===== src/rtl/rsa_pkg.sv =====
// Shared definitions for the RSA Montgomery decoder slice.
//   - state_t : top-level sequencing states
//   - opsel_t : Montgomery-product operand select codes
//   - RSA_K / MM_CYCLES : default word width and clocks per Montgomery product
//   - mm_cycles() : clocks per Montgomery product for a given word width
package rsa_pkg;

    localparam int unsigned RSA_K     = 12;
    localparam int unsigned MM_CYCLES = RSA_K + 1;

    typedef enum logic [2:0] {
        ST_IDLE     = 3'd0,
        ST_CONV_C   = 3'd1,
        ST_CONV_ONE = 3'd2,
        ST_SQUARE   = 3'd3,
        ST_MULT     = 3'd4,
        ST_FINAL    = 3'd5,
        ST_DONE     = 3'd6
    } state_t;

    typedef enum logic [2:0] {
        SEL_ONE = 3'd0,
        SEL_R2  = 3'd1,
        SEL_C   = 3'd2,
        SEL_XB  = 3'd3,
        SEL_CB  = 3'd4
    } opsel_t;

    // k bit-serial iterations followed by one conditional-subtract cycle.
    function automatic int unsigned mm_cycles(input int unsigned k);
        return k + 1;
    endfunction

endpackage


===== src/rtl/rsa_mont_mul.sv =====
// Bit-serial Montgomery multiplier: res = a*b*2^-k mod n.
// Ports:
//   clk, rst_n : clock, asynchronous active-low reset
//   go         : one-cycle request; a/b are consumed on the same edge
//   a, b       : operands (b < n; a may be any k-bit value)
//   res        : reduced product, valid while rdy=1
//   rdy        : high for the single subtract cycle ending the product
// One product occupies exactly k+1 clocks: the go edge performs
// iteration 0, k-1 further iteration edges follow, then the rdy cycle
// presents the conditionally subtracted result combinationally.
module rsa_mont_mul
    import rsa_pkg::*;
#(
    parameter int unsigned n    = 3551,
    parameter int unsigned k    = 12,
    parameter int unsigned logk = 4
) (
    input  logic         clk,
    input  logic         rst_n,
    input  logic         go,
    input  logic [k-1:0] a,
    input  logic [k-1:0] b,
    output logic [k-1:0] res,
    output logic         rdy
);

    localparam logic [k+1:0]    N_T  = (k+2)'(n);
    localparam logic [logk-1:0] LAST = logk'(mm_cycles(k) - 1);

    logic [k+1:0]    t_q, t_d;
    logic [k-1:0]    a_q, a_d;
    logic [k-1:0]    b_q, b_d;
    logic [logk-1:0] cnt_q, cnt_d;
    logic            busy_q, busy_d;

    logic            a_bit;
    logic [k-1:0]    b_op;
    logic [k+1:0]    t_cur;
    logic [k+2:0]    sum;
    logic [k+1:0]    t_next;
    logic            last;

    always_comb begin
        // Iteration 0 runs straight off the input operands so that the
        // go edge already does useful work.
        a_bit  = busy_q ? a_q[0] : a[0];
        b_op   = busy_q ? b_q : b;
        t_cur  = busy_q ? t_q : '0;
        sum    = {1'b0, t_cur} + {3'b000, b_op & {k{a_bit}}};
        if (sum[0]) begin
            sum = sum + {1'b0, N_T};
        end
        t_next = sum[k+2:1];
        last   = busy_q && (cnt_q == LAST);

        t_d    = t_q;
        a_d    = a_q;
        b_d    = b_q;
        cnt_d  = cnt_q;
        busy_d = busy_q;
        if (go && !busy_q) begin
            busy_d = 1'b1;
            a_d    = a >> 1;
            b_d    = b;
            t_d    = t_next;
            cnt_d  = logk'(1);
        end else if (last) begin
            busy_d = 1'b0;
            cnt_d  = '0;
        end else if (busy_q) begin
            a_d    = a_q >> 1;
            t_d    = t_next;
            cnt_d  = cnt_q + logk'(1);
        end
    end

    always_ff @(posedge clk or negedge rst_n) begin
        if (!rst_n) begin
            t_q    <= '0;
            a_q    <= '0;
            b_q    <= '0;
            cnt_q  <= '0;
            busy_q <= 1'b0;
        end else begin
            t_q    <= t_d;
            a_q    <= a_d;
            b_q    <= b_d;
            cnt_q  <= cnt_d;
            busy_q <= busy_d;
        end
    end

    assign res = k'((t_q >= N_T) ? (t_q - N_T) : t_q);
    assign rdy = last;

endmodule


===== src/rtl/rsa_mont_decoder.sv =====
// RSA decryption engine: data_out = data_in^d mod n with a fixed key,
// using left-to-right square-and-multiply over Montgomery products.
// Ports:
//   clk       : rising-edge clock
//   rst_n     : asynchronous active-low reset
//   start     : request, sampled in IDLE
//   data_in   : ciphertext, latched when the operation starts
//   data_out  : plaintext, valid while done=1
//   done      : result ready; cleared one clock after start drops
//   busy      : (only with RSA_DECODER_BUSY_EN) high in every state
//               except IDLE and DONE
// Optional feature macro: RSA_DECODER_BUSY_EN adds the busy port.
module rsa_mont_decoder
    import rsa_pkg::*;
#(
    parameter int unsigned n      = 3551,
    parameter int unsigned d      = 1373,
    parameter int unsigned k      = 12,
    parameter int unsigned logk   = 4,
    parameter int unsigned exp_2k = 2292
) (
    input  logic         clk,
    input  logic         rst_n,
    input  logic         start,
    input  logic [k-1:0] data_in,
    output logic [k-1:0] data_out,
    output logic         done
`ifdef RSA_DECODER_BUSY_EN
    ,
    output logic         busy
`endif
);

    localparam logic [k-1:0] D_BITS = k'(d);
    localparam logic [k-1:0] R2     = k'(exp_2k);

    state_t          state_q, state_d;
    logic [k-1:0]    c_q, c_d;
    logic [k-1:0]    cb_q, cb_d;
    logic [k-1:0]    xb_q, xb_d;
    logic [logk-1:0] bit_q, bit_d;
    logic [k-1:0]    data_out_q, data_out_d;
    logic            done_q, done_d;
    logic            issue_q, issue_d;

    opsel_t          sel_a, sel_b;
    logic [k-1:0]    mm_a, mm_b, mm_res;
    logic            mm_rdy;

    rsa_mont_mul #(
        .n    (n),
        .k    (k),
        .logk (logk)
    ) u_mm (
        .clk   (clk),
        .rst_n (rst_n),
        .go    (issue_q),
        .a     (mm_a),
        .b     (mm_b),
        .res   (mm_res),
        .rdy   (mm_rdy)
    );

    always_comb begin
        sel_a = SEL_XB;
        sel_b = SEL_XB;
        case (state_q)
            ST_CONV_C:   begin sel_a = SEL_C;   sel_b = SEL_R2;  end
            ST_CONV_ONE: begin sel_a = SEL_ONE; sel_b = SEL_R2;  end
            ST_SQUARE:   begin sel_a = SEL_XB;  sel_b = SEL_XB;  end
            ST_MULT:     begin sel_a = SEL_XB;  sel_b = SEL_CB;  end
            ST_FINAL:    begin sel_a = SEL_XB;  sel_b = SEL_ONE; end
            default:     begin sel_a = SEL_XB;  sel_b = SEL_XB;  end
        endcase

        case (sel_a)
            SEL_ONE: mm_a = k'(1);
            SEL_R2:  mm_a = R2;
            SEL_C:   mm_a = c_q;
            SEL_CB:  mm_a = cb_q;
            default: mm_a = xb_q;
        endcase
        case (sel_b)
            SEL_ONE: mm_b = k'(1);
            SEL_R2:  mm_b = R2;
            SEL_C:   mm_b = c_q;
            SEL_CB:  mm_b = cb_q;
            default: mm_b = xb_q;
        endcase
    end

    always_comb begin
        state_d    = state_q;
        c_d        = c_q;
        cb_d       = cb_q;
        xb_d       = xb_q;
        bit_d      = bit_q;
        data_out_d = data_out_q;
        done_d     = done_q;
        issue_d    = 1'b0;

        case (state_q)
            ST_IDLE: begin
                if (start) begin
                    c_d     = data_in;
                    bit_d   = logk'(k - 1);
                    state_d = ST_CONV_C;
                    issue_d = 1'b1;
                end
            end
            ST_CONV_C: begin
                if (mm_rdy) begin
                    cb_d    = mm_res;
                    state_d = ST_CONV_ONE;
                    issue_d = 1'b1;
                end
            end
            ST_CONV_ONE: begin
                if (mm_rdy) begin
                    xb_d    = mm_res;
                    state_d = ST_SQUARE;
                    issue_d = 1'b1;
                end
            end
            ST_SQUARE: begin
                if (mm_rdy) begin
                    xb_d    = mm_res;
                    issue_d = 1'b1;
                    if (D_BITS[bit_q]) begin
                        state_d = ST_MULT;
                    end else if (bit_q == '0) begin
                        state_d = ST_FINAL;
                    end else begin
                        bit_d = bit_q - logk'(1);
                    end
                end
            end
            ST_MULT: begin
                if (mm_rdy) begin
                    xb_d    = mm_res;
                    issue_d = 1'b1;
                    if (bit_q == '0) begin
                        state_d = ST_FINAL;
                    end else begin
                        bit_d   = bit_q - logk'(1);
                        state_d = ST_SQUARE;
                    end
                end
            end
            ST_FINAL: begin
                if (mm_rdy) begin
                    xb_d    = mm_res;
                    state_d = ST_DONE;
                end
            end
            ST_DONE: begin
                // First DONE cycle publishes the result so data_out and
                // done change together; done is always seen for at least
                // one cycle even if start has already dropped.
                if (!done_q) begin
                    done_d     = 1'b1;
                    data_out_d = xb_q;
                end else if (!start) begin
                    done_d  = 1'b0;
                    state_d = ST_IDLE;
                end
            end
            default: begin
                state_d = ST_IDLE;
            end
        endcase
    end

    always_ff @(posedge clk or negedge rst_n) begin
        if (!rst_n) begin
            state_q    <= ST_IDLE;
            c_q        <= '0;
            cb_q       <= '0;
            xb_q       <= '0;
            bit_q      <= '0;
            data_out_q <= '0;
            done_q     <= 1'b0;
            issue_q    <= 1'b0;
        end else begin
            state_q    <= state_d;
            c_q        <= c_d;
            cb_q       <= cb_d;
            xb_q       <= xb_d;
            bit_q      <= bit_d;
            data_out_q <= data_out_d;
            done_q     <= done_d;
            issue_q    <= issue_d;
        end
    end

    assign data_out = data_out_q;
    assign done     = done_q;

`ifdef RSA_DECODER_BUSY_EN
    assign busy = (state_q != ST_IDLE) && (state_q != ST_DONE);
`endif

endmodule


===== config.mk =====
export PLATFORM = sky130hd
export DESIGN_NAME = rsa_mont_decoder
export DESIGN_NICKNAME = d
export VERILOG_FILES = /design/src/rtl/rsa_pkg.sv /design/src/rtl/rsa_mont_mul.sv /design/src/rtl/rsa_mont_decoder.sv
export SDC_FILE = /design/constraint.sdc
export NUM_CORES = 1
export LEC_CHECK = 0
export ABC_AREA = 1
export BUFFER_PORTS_ARGS = -buffer_cell sky130_fd_sc_hd__clkbuf_2
export CORE_MARGIN = 2
export CORE_UTILIZATION = 40
export CTS_CLUSTER_SIZE = 25
export DETAILED_ROUTE_END_ITERATION = 7
export SLEW_MARGIN = 15
export SYNTH_ARGS = -nofsm -noshare
export SYNTH_HDL_FRONTEND = slang
export SYNTH_SLANG_ARGS = --single-unit

===== constraint.sdc =====
create_clock -name clk -period 6.2 [get_ports clk]
set_input_delay 1.24 -clock clk [delete_from_list [all_inputs] [get_ports clk]]
set_output_delay 1.24 -clock clk [all_outputs]
set_load 0.02 [all_outputs]

==> run metrics, run 1 <==
Total Power 1.25 mW; Worst Clk Skew 0.0104 ns; Synthesized Nets 797; Worst slew margin 46.0%; Synth area leaders dfrtp_1 43%, nand2_1 15%, o21ai_0 8.2%; Leakage 3.27 nW; final hold vios 0; cts repair resizes 0; PortBufs 27; Die Wd 124 um; actual slew at the worst max-slew pin 0.807 ns; die height 124 um; row count 43; clock root buffer clkbuf_16; layout overhead on the synthesized area 10.2%; routed len/inst 15.2 um; final hold slack 0.481 ns; max_cap viols 0; power density cells 197 nW/um^2; CP required 6.46 ns; FF-to-FF End u_mm.t_q[13]$_DFFE_PN0P_; # fillers 1437; CTS tree yes; Worst Reg2Reg Path Length in Cells 23; share of cells above drive strength 1 10.5%; Yosys top cell by area dfrtp_1; cts hold-fix bufs 0; synthesized cell area 5760 um^2; Synth cell types 46; prevailing post-synth register cell dfrtp_1; crit start category flop; setup TNS 0 ns; Peak VDD IR 0.136 mV; Hold Crit Depth 2; Worst-Skew Late Latency 0.36 ns; nets 817; register bit total from synthesis 99; total CTS buffers 9; clock slew at reported path FFs 0.08 ns; clk sink count 99; global-route wire length before repair 24100 um; CP max FO 12; Pre-antenna DRT Iters 5; initial antenna violation count 0; fmax 257 MHz; Post-synth EDFFs 0; kind of critical path reg -> reg; I/O Pins 28; Ys Warns 0; fin crit period 3.89 ns; Post-DRT Antenna Nets 0; CTS max path bufs 2; total die area 15400 um^2; post-synth top area share 43.0%; status finished, final reports clean; crit path capture type flop; Hold Path End u_mm.a_q[4]$_DFFE_PN0P_; Cells after Synth 764; hold path startpoint u_mm.a_q[4]$_DFFE_PN0P_; Post-synth ARST share 100%; sequential element share of the synthesized area 43.0%; vias in the first global route 4827; Initial Util 41.2%; via count 4997; DR iter-0 viols 395; RSZ-0062 raised after global routing no; ANT cells 0; htree depth 3; Post-CTS Setup Repair Bufs 0; GRT overflow 0; Core ar. 14000 um^2; count leader, synth nand2_1; Final Slew Violations 0; synth cell count leaders 231 x nand2_1, 106 x inv_1, 99 x dfrtp_1, 95 x o21ai_0, 38 x nand3_1; period utilisation layout 62.7%; RR Startpoint state_q[1]$_DFFE_PN0P_; via-per-instance ratio 5.16; hpwl dp 11200 um; FF-to-FF setup slack 2.31 ns; Post-Syn Area per Cell 7.54 um^2; Placer Congestion 0.918; min-delay worst type reg -> reg; largest net degree at the start of global routing 55; final WL 14700 um; total track usage 20.7%; drt drc 0; WP data arrival 4.15 ns; Final setup viols 0
## registers in the layout, summed over array words and instances (netlist names)
| name | cells |
|---|---|
| u_mm.busy_q | 1 |
| u_mm.t_q | 14 |
| u_mm.b_q | 12 |
| state_q | 3 |
| bit_q | 4 |
| c_q | 12 |
| u_mm.a_q | 11 |
| issue_q | 1 |
| cb_q | 12 |
| done | 1 |
| data_out | 12 |
| u_mm.cnt_q | 4 |
| xb_q | 12 |
## area by class of cell
type | instances | area (um^2) | share of cell area, %
Clock inverter | 7 | 82.6 | 1.30
Clock buffer | 9 | 225 | 3.55
Tap cell | 180 | 225 | 3.55
Sequential cell | 99 | 2480 | 39.0
Inverter | 115 | 432 | 6.80
Timing Repair Buffer | 31 | 168 | 2.64
Multi-Input combinational cell | 528 | 2740 | 43.2
## worst max-delay path: stages, from the launching register on
cell and delay (ns):
dfrtp_1 0.44, inv_2 0.11, nand2_1 0.10, nor2_1 0.60, a21oi_1 0.17, o21ai_2 0.12, nor2_1 0.06, a211oi_1 0.29
ha_1 0.22, inv_1 0.06, fa_1 0.40, inv_1 0.09, nand3_1 0.09, nand2_1 0.10, nand2_1 0.07, nand2_1 0.10
nand2_1 0.06, nand2_1 0.09, xor2_1 0.25, nor2_1 0.09, nand3_1 0.11, nand2_1 0.06, nand2_1 0.05, nand2_1 0.05
## where the power goes
group          switching (mW)  internal [mW]  total, mW
sequential                  0          0.645      0.645
clock                   0.267          0.320      0.588
combinational          0.0137        0.00370     0.0174
## stage by stage
stage / util (%) / std cells / worst slack [ns] / area (um^2)
3_3_place_gp: 43.2 / 953 / 2.47 / 6040
4_1_cts: 45.4 / 969 / 2.33 / 6350
2_1_floorplan: - / 764 / 3.00 / 5760
6_report: 45.4 / 969 / 2.31 / 6350
5_1_grt: 45.4 / 969 / 1.82 / 6350
3_5_place_dp: 43.2 / 953 / 2.34 / 6040
## metal layers
layer | GRT usage (%) | routed length [um] | vias to the layer above
met5 | 0 | 0 | -
met4 | 7.09 | 317 | 0
met3 | 4.30 | 587 | 24
met2 | 34.5 | 7000 | 98
met1 | 26.7 | 6790 | 2369
li1 | - | - | 2506
## cells by family after synthesis
kind of cell    after synthesis  share of synthesized area, %
fa+ha+maj                    18                          4.04
mux                           1                         0.195
compound gates              167                          17.1
flops                        99                          43.0
simple gates                327                          23.8
buf+inv                     137                          9.44
xor+xnor                     15                          2.41
## worst max path at each step
stage / startpoint / endpoint / slack [ns] / cells past startpoint
3_3_place_gp: state_q[0]$_DFFE_PN0P_ / u_mm.t_q[13]$_DFFE_PN0P_ / 2.47 / 25
3_5_place_dp: state_q[0]$_DFFE_PN0P_ / u_mm.t_q[13]$_DFFE_PN0P_ / 2.34 / 23
6_report: state_q[1]$_DFFE_PN0P_ / u_mm.t_q[13]$_DFFE_PN0P_ / 2.31 / 23
4_1_cts: state_q[0]$_DFFE_PN0P_ / u_mm.t_q[13]$_DFFE_PN0P_ / 2.33 / 23
5_1_grt: state_q[0]$_DFFE_PN0P_ / u_mm.t_q[13]$_DFFE_PN0P_ / 1.82 / 24
2_1_floorplan: state_q[0]$_DFFE_PN0P_ / u_mm.t_q[13]$_DFFE_PN0P_ / 3.00 / 27
## cells in the final DEF (no fill, tap or decap), drive strengths merged, types with 11 or more instances in the layout
master / synthesis / final
o21ai: 104 / 104
ha: 17 / 17
nand2: 238 / 238
xor2: 11 / 11
inv: 114 / 118
clkbuf: 12 / 35
nand3: 40 / 40
nor2: 41 / 41
dfrtp: 99 / 99
a21oi: 23 / 23
(Power assumes the default switching activity.)
==> run 2: changes to the inputs <==
clock period = 3.6 ns   (was 6.2 ns; I/O delays follow)
==> run 2 against run 1 <==
Effect of this change:
- fmax up 17%
- combinational power increased by 82%
- hold slack worse by 0.11 ns
- worst setup slack worse by 2.0 ns
- die area unchanged
- final area is 2.6% higher
- clock power up 57%
- first-iteration DRC count decreased by 4.3%
- register-to-register slack lost 2.0 ns
- clock skew shrank 0.0033 ns
- sequential share of layout area shrank 0.95 points
- critical path type unchanged
- largest power group unchanged
- highest routed layer unchanged
==> run metrics, run 2 (synthesized netlist as in run 1, its figures left out) <==
share of cells above drive strength 1 13.6%; ANT cells 0; Die Wd 124 um; placed cell count 963; total die area 15400 um^2; fin crit period 3.33 ns; DR iter-0 viols 378; clock root buffer clkbuf_16; I/O Pins 28; CP dominant cell by count nand2_1; Final Slew Violations 0; Pre-antenna DRT Iters 5; drt drc 0; CP max FO 6; max_cap viols 0; commonest non-fill, non-tap cell in the layout nand2_1; final WL 14700 um; nets 832; Initial Util 41.2%; largest net degree at the start of global routing 52; via-per-instance ratio 5.23; CTS max path bufs 2; crit start category flop; final worst slack 0.270 ns; actual slew at the worst max-slew pin 0.748 ns; status finished, final reports clean; min-delay worst type in -> async; launch point of the worst path state_q[2]$_DFFE_PN0P_; P_int 1.60 mW; CTS tree yes; fmax 300 MHz; sw power 470 uW; FF-to-FF End u_mm.t_q[13]$_DFFE_PN0P_; Peak VDD IR 0.251 mV; Biggest register u_mm.t_q; Combinational Power Share 1.5%; Worst Reg2Reg Path Length in Cells 24; CP peak stage delay 0.47 ns; Leakage 3.35 nW; total CTS buffers 9; final hold vios 0; crit path capture type flop; critical-path cell list inv_4, nand3_1, buf_4, o211ai_1, o21ai_2, buf_4, a211oi_2, ha_2, inv_1, fa_2, inv_1, nand3_1, nand2_1, nand2_1, nand2_1, nand2_1, nand2_1, nand3_1, nand2_2, nand2_1, nand3_1, nand2_1, nand2_1, nand2_1; total track usage 20.7%; kind of critical path reg -> reg; die height 124 um; Worst slew margin 50.1%; most frequent cells in the layout 231 x nand2_1, 103 x inv_1, 97 x dfrtp_1; non-filler cells, final 984; max reg flops 14; global-route wire length before repair 24300 um; Worst Clk Skew 0.00714 ns; vias in the first global route 4886; row count 43; FF-to-FF setup slack 0.27 ns; htree depth 3; routed len/inst 15.0 um; Core ar. 14000 um^2; Post-DRT Antenna Nets 0; via count 5151; hpwl dp 11200 um; GRT overflow 0; post-route design area 6520 um^2; initial antenna violation count 0; sequential share of power 53.8%; layout overhead on the synthesized area 13.1%; Util after Layout 46.6%; Total Power 2.07 mW; CP max-delay cell dfrtp_2; # fillers 1440; period utilisation layout 92.5%; power density cells 317 nW/um^2; clk sink count 99; Setup Slack @ Placement 0.0650 ns; Switching Share 22.7%; WP data arrival 3.57 ns; Placer Congestion 0.941; PortBufs 27; Worst-Skew Late Latency 0.35 ns; CP required 3.84 ns; cts hold-fix bufs 0; CP endpoint u_mm.t_q[13]$_DFFE_PN0P_; RR Startpoint state_q[2]$_DFFE_PN0P_; Cell Area, Placed 6130 um^2; Clock power frac 44.7%; clock slew at reported path FFs 0.07 ns; Final setup viols 0
[run 2: per-stage QoR]
step                setup TNS, ns  hold WS, ns
floorplan                       0        0.424
detailed placement              0        0.473
global route              -0.0256        0.416
CTS                             0        0.401
global placement                0        0.464
finish                          0        0.370
[run 2: worst max-delay path, delay by kind of cell, from the launching register on]
family                   cells  cell delay [ns]
adder cells (fa/ha/maj)      2             0.56
flip-flops                   1             0.47
AO/OA/AOI/OAI                3             0.40
buffers and inverters        5             0.61
AND/OR/NAND/NOR             14             1.20
[run 2: routing by layer]
layer	vias up	GRT usage, %	wire, um
met1	2462	26.8	6570
met3	27	3.66	727
li1	2524	-	-
met5	-	0	0
met2	138	34.3	7090
met4	0	8.01	364
[run 2: power groups by stage]
stage	clock (mW)	sequential, mW	combinational [mW]
2_1_floorplan	0	1.13	0.000326
3_3_place_gp	0	1.13	0.0327
3_5_place_dp	0	1.13	0.0333
4_1_cts	0.939	1.11	0.0334
5_1_grt	0.993	1.11	0.0374
6_report	0.922	1.11	0.0317
[run 2: layout make-up]
type | instances | area [um^2] | share of cell area, %
Clock inverter | 6 | 48.8 | 0.749
Tap cell | 180 | 225 | 3.46
Multi-Input combinational cell | 528 | 2800 | 43.0
Inverter | 115 | 439 | 6.74
Clock buffer | 10 | 229 | 3.51
Sequential cell | 99 | 2480 | 38.0
Timing Repair Buffer | 46 | 293 | 4.49
[run 2: worst min-delay path by stage]
stage | start | endpoint | slack, ns | cells past startpoint
6_report | rst_n | c_q[7]$_DFFE_PN0P_ | 0.37 | 1
5_1_grt | rst_n | c_q[7]$_DFFE_PN0P_ | 0.42 | 1
4_1_cts | rst_n | c_q[7]$_DFFE_PN0P_ | 0.40 | 1
3_5_place_dp | data_out[8]$_DFFE_PN0P_ | data_out[8]$_DFFE_PN0P_ | 0.47 | 2
3_3_place_gp | u_mm.b_q[7]$_DFFE_PN0P_ | u_mm.b_q[7]$_DFFE_PN0P_ | 0.46 | 2
2_1_floorplan | rst_n | bit_q[0]$_DFFE_PN0P_ | 0.42 | 0
[run 2: repair_timing]
item                       CTS  global route
setup endpoints to repair    0            10
hold endpoints to repair     0             0
setup buffers                0             5
gates resized for setup      0            22
==> run 3: changes to the inputs <==
ABC_AREA = 0   (was 1)
BUFFER_PORTS_ARGS = not set   (was -buffer_cell sky130_fd_sc_hd__clkbuf_2)
DONT_BUFFER_PORTS = 1   (was not set)
==> run 3 against run 2 <==
Effect of this change:
- the run now ends with setup timing left
- clock skew increased by 0.0033 ns
- combinational power grew to 56 times the previous value
- worst setup slack lost 0.33 ns
- register-to-register slack worse by 0.33 ns
- power is 110% higher
- final area grew 8.2%
- synthesized cell count fell by 17%
- first-iteration DRC count fell by 5.8%
- global-route usage is 0.35 points higher
- clock power grew 12%
- critical endpoint is now u_mm.t_q[12]$_DFFE_PN0P_
==> run metrics, run 3 <==
clk sink count 99; I/O Pins 28; Final setup viols 3; CP max-delay cell dfrtp_2; count leader, synth dfrtp_1; Post-DRT Antenna Nets 0; Synth cell types 68; cts hold-fix bufs 0; CP Buf/Inv Count 3; GRT overflow 0; share of cells above drive strength 1 25.7%; htree depth 3; # fillers 1294; kind of critical path reg -> reg; post-synth top area share 42.9%; largest net degree at the start of global routing 100; fmax 273 MHz; max reg flops 14; sequential element share of the synthesized area 42.9%; clock root buffer clkbuf_16; Placer Congestion 0.845; vias in the first global route 4790; final worst slack -0.0564 ns; Final Slew Violations 0; Initial Util 41.2%; RSZ-0062 raised after global routing yes; PortBufs 0; WP data arrival 3.94 ns; Post-synth EDFFs 0; FF-to-FF setup slack -0.06 ns; Leakage 3.03 nW; final hold slack 0.0709 ns; Pre-antenna DRT Iters 5; fin crit period 3.66 ns; final hold vios 0; Cells after Synth 637; routed len/inst 18.1 um; nets 718; synth cell count leaders 99 x dfrtp_1, 76 x nor2_1, 61 x o21ai_0, 56 x nand2_1, 52 x a21oi_1; initial antenna violation count 0; Total Power 4.39 mW; Post-synth ARST share 100%; RR Startpoint state_q[1]$_DFFE_PN0P_; Peak VDD IR 0.458 mV; Synthesized Nets 670; final WL 15800 um; drt drc 0; via-per-instance ratio 5.74; total track usage 21.0%; Worst slew margin 45.6%; min-delay worst type in -> async; critical-path cell list nor2_4, buf_6, buf_6, a22o_1, a22o_1, mux2i_1, nor2_2, inv_2, fa_2, nand2b_4, a21oi_4, o31ai_2, and2_4, a2111oi_4, o31ai_4, or3b_1, nand3_1; Yosys top cell by area dfrtp_1; status complete, but fails checks; Synth area leaders dfrtp_1 43%, o21ai_0 5.3%, nor2_1 4.9%; total die area 15400 um^2; Util after Layout 50.4%; Ys Warns 0; row count 43; failing checks setup timing; prevailing post-synth register cell dfrtp_1; most frequent cells in the layout 96 x dfrtp_1, 69 x nor2_1, 68 x buf_4; CTS max path bufs 2; max_cap viols 0; commonest non-fill, non-tap cell in the layout dfrtp_1; crit start category flop; die height 124 um; hpwl dp 11300 um; FF-to-FF End u_mm.t_q[12]$_DFFE_PN0P_; register bit total from synthesis 99; CP required 3.88 ns; synthesized cell area 5770 um^2; ANT cells 0; CTS tree yes; Core ar. 14000 um^2; Post-Syn Area per Cell 9.06 um^2; crit path capture type flop; CP max FO 4; Worst Reg2Reg Path Length in Cells 17; Die Wd 124 um; Setup Slack @ Placement -0.116 ns; Worst-Skew Late Latency 0.35 ns; CP peak stage delay 0.46 ns; actual slew at the worst max-slew pin 0.814 ns; global-route wire length before repair 24900 um; via count 4990; layout overhead on the synthesized area 22.2%; clock slew at reported path FFs 0.07 ns; Biggest register u_mm.t_q; power density cells 622 nW/um^2; Worst Clk Skew 0.0105 ns; DR iter-0 viols 356; period utilisation layout 102%; total CTS buffers 9; crit-path leading delay family simple AND/OR/NAND/NOR gates
==> run 3: cells by family (layout without fill, tap and decap cells) <==
family / Yosys count / after routing / share of synthesized area (%)
simple gates: 208 / 208 / 16.6
xor+xnor: 27 / 27 / 4.23
flops: 99 / 99 / 42.9
fa+ha+maj: 18 / 18 / 4.03
compound gates: 201 / 201 / 22.6
buf+inv: 54 / 107 / 3.82
mux: 30 / 30 / 5.75
==> run 3: final cells by class <==
class                   count  area, um^2  area share [%]
clock buffers               9         225            3.19
multi-input cells         484        3390            48.1
inverters                  18        70.1           0.994
repair buffers             73         567            8.04
well taps                 180         225            3.19
flip-flops and latches     99        2480            35.2
clock inverters             7        92.6            1.31
==> run 3: power by group <==
part / total, mW / internal, mW / switching [mW]
logic: 1.78 / 0.858 / 0.924
registers: 1.58 / 1.34 / 0.235
clock network: 1.03 / 0.559 / 0.470
==> run 3: worst max-delay path by stage <==
stage | to | slack, ns | depth (start not counted) | start
CTS | u_mm.t_q[12]$_DFFE_PN0P_ | 0.0009 | 17 | state_q[1]$_DFFE_PN0P_
finish | u_mm.t_q[12]$_DFFE_PN0P_ | -0.06 | 17 | state_q[1]$_DFFE_PN0P_
global placement | u_mm.t_q[12]$_DFFE_PN0P_ | -0.05 | 17 | state_q[1]$_DFFE_PN0P_
floorplan | u_mm.t_q[10]$_DFFE_PN0P_ | 0.01 | 18 | state_q[2]$_DFFE_PN0P_
global route | u_mm.t_q[12]$_DFFE_PN0P_ | -0.24 | 17 | state_q[1]$_DFFE_PN0P_
detailed placement | u_mm.t_q[12]$_DFFE_PN0P_ | -0.12 | 17 | state_q[0]$_DFFE_PN0P_
==> run 3: what timing repair did <==
action / CTS / global route
endpoints found under the setup margin: 5 / 7
pin swaps: 9 / 7
resized for setup: 25 / 40
endpoints found under the hold margin: 0 / 0
setup buffers: 3 / 6
==> run 3: routing by layer <==
metal,vias to the layer above,track usage [%],wire (um)
met2,122,32.6,7520
met4,0,5.41,221
met3,17,4.21,688
li1,2381,-,-
met5,-,0,0
met1,2470,30.0,7340
==> run 3: through the flow <==
step / std cells / instance area, um^2 / setup TNS (ns)
finish: 870 / 7050 / -0.0926
global route: 870 / 7050 / -0.875
CTS: 864 / 6810 / 0
detailed placement: 845 / 6350 / -0.320
global placement: 845 / 6350 / -0.144
floorplan: 637 / 5810 / 0
